<file path="src/rtl/alu_unit.sv">
// Registered arithmetic/logic unit with one cycle of latency.
// mode = 1 selects the arithmetic command set, mode = 0 the logical set.
// Each enabled edge writes every output: fields the selected command does
// not produce are cleared, and any illegal request returns only err = 1.
module alu_unit #(
  parameter int WIDTH     = 8,
  parameter int CMD_WIDTH = 4
) (
  input  logic                   clk,
  input  logic                   rst,
  input  logic [WIDTH-1:0]       opa,
  input  logic [WIDTH-1:0]       opb,
  input  logic                   cin,
  input  logic                   ce,
  input  logic                   mode,
  input  logic [CMD_WIDTH-1:0]   cmd,
  input  logic [1:0]             inp_valid,
  output logic [2*WIDTH-1:0]     res,
  output logic                   cout,
  output logic                   oflow,
  output logic                   g,
  output logic                   l,
  output logic                   e,
  output logic                   err
);

  // Rotate amount width; opb bits at or above this position make a rotate illegal.
  localparam int SHW = (WIDTH > 1) ? $clog2(WIDTH) : 1;

  typedef enum logic [CMD_WIDTH-1:0] {
    A_ADD     = 0,
    A_SUB     = 1,
    A_ADD_CIN = 2,
    A_SUB_CIN = 3,
    A_INC_A   = 4,
    A_DEC_A   = 5,
    A_INC_B   = 6,
    A_DEC_B   = 7,
    A_CMP     = 8,
    A_MUL_INC = 9,
    A_MUL_SHL = 10
  } arith_cmd_e;

  typedef enum logic [CMD_WIDTH-1:0] {
    L_AND    = 0,
    L_NAND   = 1,
    L_OR     = 2,
    L_NOR    = 3,
    L_XOR    = 4,
    L_XNOR   = 5,
    L_NOT_A  = 6,
    L_NOT_B  = 7,
    L_SHR1_A = 8,
    L_SHL1_A = 9,
    L_SHR1_B = 10,
    L_SHL1_B = 11,
    L_ROL    = 12,
    L_ROR    = 13
  } logic_cmd_e;

  // Zero-extend a WIDTH-bit value to the result width.
  function automatic logic [2*WIDTH-1:0] zx_w(input logic [WIDTH-1:0] v);
    return {{WIDTH{1'b0}}, v};
  endfunction

  // Zero-extend a WIDTH+1-bit value (carry included) to the result width.
  function automatic logic [2*WIDTH-1:0] zx_c(input logic [WIDTH:0] v);
    return {{(WIDTH-1){1'b0}}, v};
  endfunction

  // Widened operands and per-operation arithmetic results.
  logic [WIDTH:0]       a_ext;
  logic [WIDTH:0]       b_ext;
  logic [WIDTH:0]       c_ext;
  logic [WIDTH:0]       add_w;
  logic [WIDTH:0]       addc_w;
  logic [WIDTH:0]       sub_w;
  logic [WIDTH:0]       subc_w;
  logic [WIDTH:0]       inca_w;
  logic [WIDTH:0]       incb_w;
  logic [WIDTH:0]       deca_w;
  logic [WIDTH:0]       decb_w;
  logic [WIDTH:0]       a_inc;
  logic [WIDTH:0]       b_inc;
  logic [2*WIDTH-1:0]   mul_inc;
  logic [WIDTH-1:0]     a_shl;
  logic [2*WIDTH-1:0]   mul_shl;
  logic [SHW-1:0]       rot_amt;
  logic                 rot_high;
  logic [WIDTH-1:0]     rol_v;
  logic [WIDTH-1:0]     ror_v;

  // Next-state values for the output registers.
  logic [2*WIDTH-1:0]   res_n;
  logic                 cout_n;
  logic                 oflow_n;
  logic                 g_n;
  logic                 l_n;
  logic                 e_n;
  logic                 err_n;
  logic                 need_a;
  logic                 need_b;
  logic                 defined;
  logic                 illegal;

  // Shared datapath: every candidate result computed from the current operands.
  always_comb begin
    a_ext   = {1'b0, opa};
    b_ext   = {1'b0, opb};
    c_ext   = {{WIDTH{1'b0}}, cin};
    add_w   = a_ext + b_ext;
    addc_w  = a_ext + b_ext + c_ext;
    // The bit above the WIDTH-bit difference is the borrow, since the
    // true difference never goes below -2^WIDTH.
    sub_w   = a_ext - b_ext;
    subc_w  = a_ext - b_ext - c_ext;
    inca_w  = a_ext + {{WIDTH{1'b0}}, 1'b1};
    incb_w  = b_ext + {{WIDTH{1'b0}}, 1'b1};
    deca_w  = a_ext - {{WIDTH{1'b0}}, 1'b1};
    decb_w  = b_ext - {{WIDTH{1'b0}}, 1'b1};
    a_inc   = inca_w;
    b_inc   = incb_w;
    // Multiplying in the result width drops the bits above 2*WIDTH.
    mul_inc = zx_c(a_inc) * zx_c(b_inc);
    a_shl   = {opa[WIDTH-2:0], 1'b0};
    mul_shl = zx_w(a_shl) * zx_w(opb);
    rot_amt  = opb[SHW-1:0];
    rot_high = |(opb >> SHW);
    rol_v   = (opa << rot_amt) | (opa >> (WIDTH - int'(rot_amt)));
    ror_v   = (opa >> rot_amt) | (opa << (WIDTH - int'(rot_amt)));
  end

  // Command decode: operand requirements, legality and result selection.
  always_comb begin
    res_n   = '0;
    cout_n  = 1'b0;
    oflow_n = 1'b0;
    g_n     = 1'b0;
    l_n     = 1'b0;
    e_n     = 1'b0;
    err_n   = 1'b0;
    need_a  = 1'b1;
    need_b  = 1'b1;
    defined = 1'b1;
    illegal = 1'b0;

    if (mode) begin
      case (cmd)
        A_ADD: begin
          res_n  = zx_c(add_w);
          cout_n = add_w[WIDTH];
        end
        A_SUB: begin
          res_n   = zx_w(sub_w[WIDTH-1:0]);
          oflow_n = sub_w[WIDTH];
        end
        A_ADD_CIN: begin
          res_n  = zx_c(addc_w);
          cout_n = addc_w[WIDTH];
        end
        A_SUB_CIN: begin
          res_n   = zx_w(subc_w[WIDTH-1:0]);
          oflow_n = subc_w[WIDTH];
        end
        A_INC_A: begin
          need_b = 1'b0;
          res_n  = zx_c(inca_w);
          cout_n = inca_w[WIDTH];
        end
        A_DEC_A: begin
          need_b  = 1'b0;
          res_n   = zx_w(deca_w[WIDTH-1:0]);
          oflow_n = deca_w[WIDTH];
        end
        A_INC_B: begin
          need_a = 1'b0;
          res_n  = zx_c(incb_w);
          cout_n = incb_w[WIDTH];
        end
        A_DEC_B: begin
          need_a  = 1'b0;
          res_n   = zx_w(decb_w[WIDTH-1:0]);
          oflow_n = decb_w[WIDTH];
        end
        A_CMP: begin
          g_n = (opa > opb);
          l_n = (opa < opb);
          e_n = (opa == opb);
        end
        A_MUL_INC: res_n = mul_inc;
        A_MUL_SHL: res_n = mul_shl;
        default:   defined = 1'b0;
      endcase
    end else begin
      case (cmd)
        L_AND:    res_n = zx_w(opa & opb);
        L_NAND:   res_n = zx_w(~(opa & opb));
        L_OR:     res_n = zx_w(opa | opb);
        L_NOR:    res_n = zx_w(~(opa | opb));
        L_XOR:    res_n = zx_w(opa ^ opb);
        L_XNOR:   res_n = zx_w(~(opa ^ opb));
        L_NOT_A: begin
          need_b = 1'b0;
          res_n  = zx_w(~opa);
        end
        L_NOT_B: begin
          need_a = 1'b0;
          res_n  = zx_w(~opb);
        end
        L_SHR1_A: begin
          need_b = 1'b0;
          res_n  = zx_w(opa >> 1);
        end
        L_SHL1_A: begin
          need_b = 1'b0;
          res_n  = zx_w(opa << 1);
        end
        L_SHR1_B: begin
          need_a = 1'b0;
          res_n  = zx_w(opb >> 1);
        end
        L_SHL1_B: begin
          need_a = 1'b0;
          res_n  = zx_w(opb << 1);
        end
        L_ROL: begin
          illegal = rot_high;
          res_n   = zx_w(rol_v);
        end
        L_ROR: begin
          illegal = rot_high;
          res_n   = zx_w(ror_v);
        end
        default: defined = 1'b0;
      endcase
    end

    // Any failed qualification replaces the whole result with a bare error.
    if (!defined || illegal || (inp_valid == 2'b00) ||
        (need_a && !inp_valid[0]) || (need_b && !inp_valid[1])) begin
      res_n   = '0;
      cout_n  = 1'b0;
      oflow_n = 1'b0;
      g_n     = 1'b0;
      l_n     = 1'b0;
      e_n     = 1'b0;
      err_n   = 1'b1;
    end
  end

  // Output registers: synchronous reset wins over the clock enable.
  always_ff @(posedge clk) begin
    if (rst) begin
      res   <= '0;
      cout  <= 1'b0;
      oflow <= 1'b0;
      g     <= 1'b0;
      l     <= 1'b0;
      e     <= 1'b0;
      err   <= 1'b0;
    end else if (ce) begin
      res   <= res_n;
      cout  <= cout_n;
      oflow <= oflow_n;
      g     <= g_n;
      l     <= l_n;
      e     <= e_n;
      err   <= err_n;
    end
  end

endmodule

</file>
<file path="config.mk">
export PLATFORM = sky130hd
export DESIGN_NAME = alu_unit
export DESIGN_NICKNAME = d
export VERILOG_FILES = /design/src/rtl/alu_unit.sv
export SDC_FILE = /design/constraint.sdc
export NUM_CORES = 1
export LEC_CHECK = 0
export BUFFER_PORTS_ARGS = -buffer_cell sky130_fd_sc_hd__buf_2
export CORE_ASPECT_RATIO = 1.4
export CORE_MARGIN = 3
export CORE_UTILIZATION = 59
export CTS_BUF_LIST = sky130_fd_sc_hd__clkbuf_16
export DETAILED_ROUTE_END_ITERATION = 10
export MAX_ROUTING_LAYER = met4
export PLACE_DENSITY = 0.8
export REMOVE_ABC_BUFFERS = 1
export SYNTH_ARGS = -nofsm -noshare
export SYNTH_HDL_FRONTEND = slang
export SYNTH_SLANG_ARGS = --single-unit
</file>
<file path="constraint.sdc">
create_clock -name clk -period 6.1 [get_ports clk]
set_input_delay 0.915 -clock clk [delete_from_list [all_inputs] [get_ports clk]]
set_output_delay 0.915 -clock clk [all_outputs]
set_load 0.005 [all_outputs]
</file>
### Yosys cells after proc, flatten, opt, wreduce, memory -nomap -nowiden

Cells that the tools add are included.
Widths: inputs -> output; s select.

| word-level totals | value |
|---|---|
| register bits | 22 |
| word-level logic and storage cells | 98 |

| cells by class | value |
|---|---|
| $add $sub $neg | 9 |
| multiply operators | 2 |
| order comparisons | 2 |
| equality and inequality tests | 14 |
| shift operators | 4 |
| muxes and demuxes | 31 |
| bitwise operators | 10 |
| reductions and logical operators | 19 |

Operators by type and width:

| operator | number |
|---|---|
| $pmux 16 s10 | 1 |
| $pmux 8 s14 | 1 |
| $not 8->8 | 5 |
| $mux 16 | 2 |
| $shl 8x32->8 | 1 |
| $shr 8x32->8 | 1 |
| $mux 1 | 25 |
| $eq 4x4->1 const B | 6 |
| $or 8x8->8 | 3 |
| $add 8x1->9 const B | 2 |
| $sub 8x1->9 const B | 2 |
| $eq 4x3->1 const B | 4 |
| $mul 9x9->16 | 1 |
| $mul 7x8->15 | 1 |
| $reduce_or 14->1 | 1 |
| $reduce_or 11->1 | 1 |
| $add 8x8->9 | 1 |
| $add 9x1->9 | 1 |
| $sub 8x8->9 | 1 |
| $sub 9x1->9 | 1 |
| $and 8x8->8 | 1 |
| $eq 4x2->1 const B | 2 |
| $eq 8x8->1 | 1 |
| $gt 8x8->1 | 1 |
| 15 further kinds | 25 |

### Depth between registers and ports, before layout

| depth | value |
|---|---|
| depth in word-level cells | 10 |
| gate-level depth with buffers | 24 |
| gate-level depth less buffers | 20 |

### Worst setup path after synthesis

Ideal clock, no wire load.

| timing | value |
|---|---|
| path kind | input to register |
| start point | input opb[0] |
| end point | register res[13] |
| arrival time | 6172 ps |
| slack | -146 ps |
| cell stages on the path | 23 |
| path through | buf_4 buf_4 inv_1 buf_2 ha_1 clkbuf_1 clkbuf_1 nand2b_1 fa_1 inv_1 fa_1 inv_1 fa_1 fa_1 inv_1 ha_1 o21ai_0 o21ai_0 a21oi_1 o21ai_0 a21oi_1 or4_1 a31oi_1 |

| between the ends | value |
|---|---|
| word-level cells in the longest chain between the ends | 5 |
| elaborated cells between the ends (all ways) | 6 |
| classes of those cells | add/sub (1); mul (2); mux (3) |

Ends and longest elaborated chain:

| item | RTL line | RTL |
|---|---|---|
| from (decl) | 12 | `input logic [WIDTH-1:0] opb,` |
| $add 8x1->9 | 118 | `incb_w = b_ext + {{WIDTH{1'b0}}, 1'b1};` |
| $mul 9x9->16 | 124 | `mul_inc = zx_c(a_inc) * zx_c(b_inc);` |
| $pmux 16 s10 (*) | 148 | `case (cmd)` |
| $mux 16 (*) | 147 | `if (mode) begin` |
| $mux 16 (*) | 239 | `if (!defined \|\| illegal \|\| (inp_valid == 2'b00) \|\|` |
| to (signal assigned) | 262 | `res <= res_n;` |
| to (decl) | 18 | `output logic [2*WIDTH-1:0] res,` |

Every way passes the cells marked *; elsewhere a longest branch is shown, timed or not.
A chain may end at the register's enable or synchronous reset.

### Final worst setup path

| timing | value |
|---|---|
| start point | input opb[0] |
| end point | register res[5] |

| between the ends | value |
|---|---|
| word-level cells in the longest chain between the ends | 6 |
| elaborated cells between the ends (all ways) | 19 |
| classes of those cells | add/sub (7); mul (2); shift (4); mux (4); bitwise (2) |

Ends and longest elaborated chain:

| item | RTL line |
|---|---|
| branches (longest 4 deep; another with $mul 9x9->16) | - |
| $mux 16 (*) | 147 |
| $mux 16 (*) | 239 |

Every way passes the cells marked *.

==> results.sh <==
export IMPL_max_cap_viol_count=0
export IMPL_ys_seq_elements=22
export IMPL_drc=0
export IMPL_synthAdderAreaFrac=0.3007
export IMPL_cts_path_max_buffers=2
export IMPL_period_share=0.9599
export IMPL_grt_overflow=0
export IMPL_cts_setup_buffers=0
export IMPL_cpMostUsedCell="fa_1"
export IMPL_crit_type="primary input to register"
export IMPL_ir_drop_v=0.0002122
export IMPL_ff2ff_path_depth=5
export IMPL_crit_arrival_ps=5960
export IMPL_synth_top_area_share=0.1711
export IMPL_clkLatencyLatePin_ps=250
export IMPL_synth_edf_count=0
export IMPL_tightest_slew_ps=1121
export IMPL_hold_depth=2
export IMPL_fill_cells=1383
export IMPL_required_ps=6210
export IMPL_critical_path_cell_chain="buf_2 > ha_1 > xor2_1 > buf_4 > nand2_1 > fa_1 > inv_1 > fa_1 > ha_1 > inv_1 > fa_1 > inv_1 > fa_1 > a221o_1 > a211oi_1 > o211ai_1 > nor4_1 > o32ai_1"
export IMPL_yosysTopAreaCell="fa_1"
export IMPL_htreeDepth=1
export IMPL_finalSetupViolations=0
export IMPL_first_iter_violations=1272
export IMPL_cts_tree="built"
export IMPL_relSlewSlack=0.2423
export IMPL_hp_class="register to register"
export IMPL_synthMuxAreaShare=0.06094
export IMPL_syn_cell_area_sq_um=9363
export IMPL_ant_nets=0
export IMPL_rsz0062_at_grt="no"
export IMPL_worstSetupEndpoint="res[5]"
export IMPL_vias_per_cell=6.738
export IMPL_drive_above_1_share=0.1367
export IMPL_place_congestion=1.106
export IMPL_timing_hold_violations_final=0
export IMPL_crit_fanout=6
export IMPL_num_rows=53
export IMPL_fin_area_sq_um=10160
export IMPL_syn_area_per_cell_sq_um=7.618
export IMPL_die_w_microns=112.5
export IMPL_worstSetupStartpointType="primary input"
export IMPL_synth_yosys_warnings=0
export IMPL_grt_max_degree=48
export IMPL_async_reset_ff_frac=0
export IMPL_clock_sinks=22
export IMPL_first_pass_iters=5
export IMPL_place_area_sq_um=10060
export IMPL_worstReg2RegStart="res[7]"
export IMPL_portBuffers=48
export IMPL_max_freq_mhz=170.8
export IMPL_p_leak_nw=4.764
export IMPL_synth_ff_type="dfxtp_1"
export IMPL_start_util=0.6139
export IMPL_core_sq_um=15250
export IMPL_diodes=0
export IMPL_post_dp_hpwl_microns=30300
export IMPL_synth_compound_area_frac=0.2141
export IMPL_drv_slew=0
export IMPL_skew_ps=0
export IMPL_cts_root_buffer="clkbuf_16"
export IMPL_ys_seq_area_frac=0.04704
export IMPL_grt_pass1_wl_microns=58240
export IMPL_routed_wirelength_microns=37520
export IMPL_startpoint="opb[0]"
export IMPL_reg2reg_to="res[7]"
export IMPL_clk_pin_slew_ps=60
export IMPL_yosys_area_share_simple=0.2126
export IMPL_chipHeight_microns=155.1
export IMPL_status="finished clean"
export IMPL_die_area_sq_um=17440
export IMPL_fin_nets=1485
export IMPL_num_vias=9919
export IMPL_antenna_found_initial=0
export IMPL_max_stage_delay_ps=590
export IMPL_powerDensity_nw_per_um2=200.0
export IMPL_crit_slowest_cell="fa_1"
export IMPL_fin_crit_ps=5855
export IMPL_wl_per_cell_microns=25.49
export IMPL_synthCells=1229
export IMPL_grt_usage=0.4432
export IMPL_synth_cell_type_count=86
export IMPL_cts_made_buffers=3
export IMPL_area_growth_pct=8.539
export IMPL_post_route_util=0.6663
export IMPL_synthTopCellsByArea="fa_1 17%, ha_1 13%, inv_1 6.1%"
export IMPL_grt_pass1_vias=10130
export IMPL_r2r_setup_slack_ps=4510
export IMPL_synth_top_family_by_area="adder cells"
export IMPL_synth_xor_area_frac=0.06628
export IMPL_critPathCaptureType="register"
export IMPL_num_io_pins=49
## worst max-delay path, delay by kind of cell
family                   cells  cell delay, ps
AO/OA/AOI/OAI                4            1020
XOR/XNOR                     1             330
adder cells (fa/ha/maj)      6            2640
buffers and inverters        5             590
AND/OR/NAND/NOR              2             460
## synthesized netlist by cell type, types with 7 or more instances
library cell  instances
a211oi_1             15
a21o_1               12
a21oi_1              50
a221oi_1             12
a22oi_1              15
a31oi_1               9
and2_1                7
and3_1               12
buf_2                19
buf_4                10
clkbuf_1             39
dfxtp_1              22
fa_1                 80
ha_1                 97
inv_1               151
mux2_2               12
mux2i_1              30
nand2_1             117
nand2b_1             20
nand3_1              14
nor2_1              116
nor2b_1              17
nor3_1               28
nor4_1                9
o21a_1               10
o21ai_0              48
o21bai_1              7
o221ai_1             11
o22ai_1              16
o31ai_1               7
or2_2                11
xnor2_1              44
xor2_1               25
## sequential cells by signal, summed over array words and instances (netlist names)
register  count
cout          1
e             1
err           1
g             1
l             1
oflow         1
res          16
## kinds of logic (layout without fill, tap and decap cells)
kind of cell,Yosys count,count (layout)
compound gates,284,284
fa+ha+maj,177,177
flops,22,22
xor+xnor,70,70
simple gates,399,399
mux,48,48
buf+inv,229,280
## worst min path at each step
| stage | from | end | slack [ps] |
|---|---|---|---|
| 6_report | g | g | 460 |
| 3_3_place_gp | g | g | 450 |
| 2_1_floorplan | g | g | 450 |
| 5_1_grt | res[9] | res[9] | 490 |
| 4_1_cts | g | g | 460 |
| 3_5_place_dp | g | g | 450 |
## through the flow
step	total power [W]	TNS [ps]	worst slack [ps]	std cells	hold WS, ps
after floorplan	0.001271	0	125.9	1157	451.3
after global placement	0.001810	-17.58	-17.58	1468	448.7
after detailed placement	0.001833	-62.44	-62.44	1468	451.8
after CTS	0.001988	0	179.6	1472	459.5
after global routing	0.002217	0	5.353	1472	490.5
final	0.002032	0	244.9	1472	457.7
## per-layer routing
| metal | share of wire | track usage |
|---|---|---|
| met4 | 0.084 | 0.2801 |
| met3 | 0.088 | 0.06848 |
| met1 | 0.36 | 0.5158 |
| met2 | 0.46 | 0.7136 |
| met5 | 0 | - |
## cells in the final DEF (no fill, tap or decap), drive strengths merged, types with 16 or more instances in the layout
master / count
ha: 97
a21oi: 50
dfxtp: 22
fa: 80
o21ai: 51
inv: 152
o22ai: 16
nor3: 30
nand3: 16
mux2i: 30
xnor2: 45
nor2: 116
nand2: 117
nor2b: 17
xor2: 25
buf: 119
nand2b: 20
a211oi: 19
## power by group
group          switching (W)  total (W)  internal, W
Sequential        0.00000154   0.000147     0.000146
Combinational        0.00107    0.00174     0.000670
Clock              0.0000548   0.000142    0.0000876
## area by class of cell
class / count / area [sq um] / share of cell area
Multi-Input combinational cell: 978 / 8028 / 0.7900
Inverter: 157 / 589.3 / 0.05799
Timing Repair Buffer: 119 / 785.8 / 0.07732
Clock inverter: 1 / 3.754 / 0.0003694
Tap cell: 192 / 240.2 / 0.02364
Clock buffer: 3 / 75.07 / 0.007387
Sequential cell: 22 / 440.4 / 0.04334
## what timing repair did
action | 4_1_cts | 5_1_grt
hold endpoints to repair | 0 | 0
endpoints found under the setup margin | 0 | 3
resized for setup | 0 | 5
hold buffers | 0 | 0
Power figures use the tool's default switching activity.
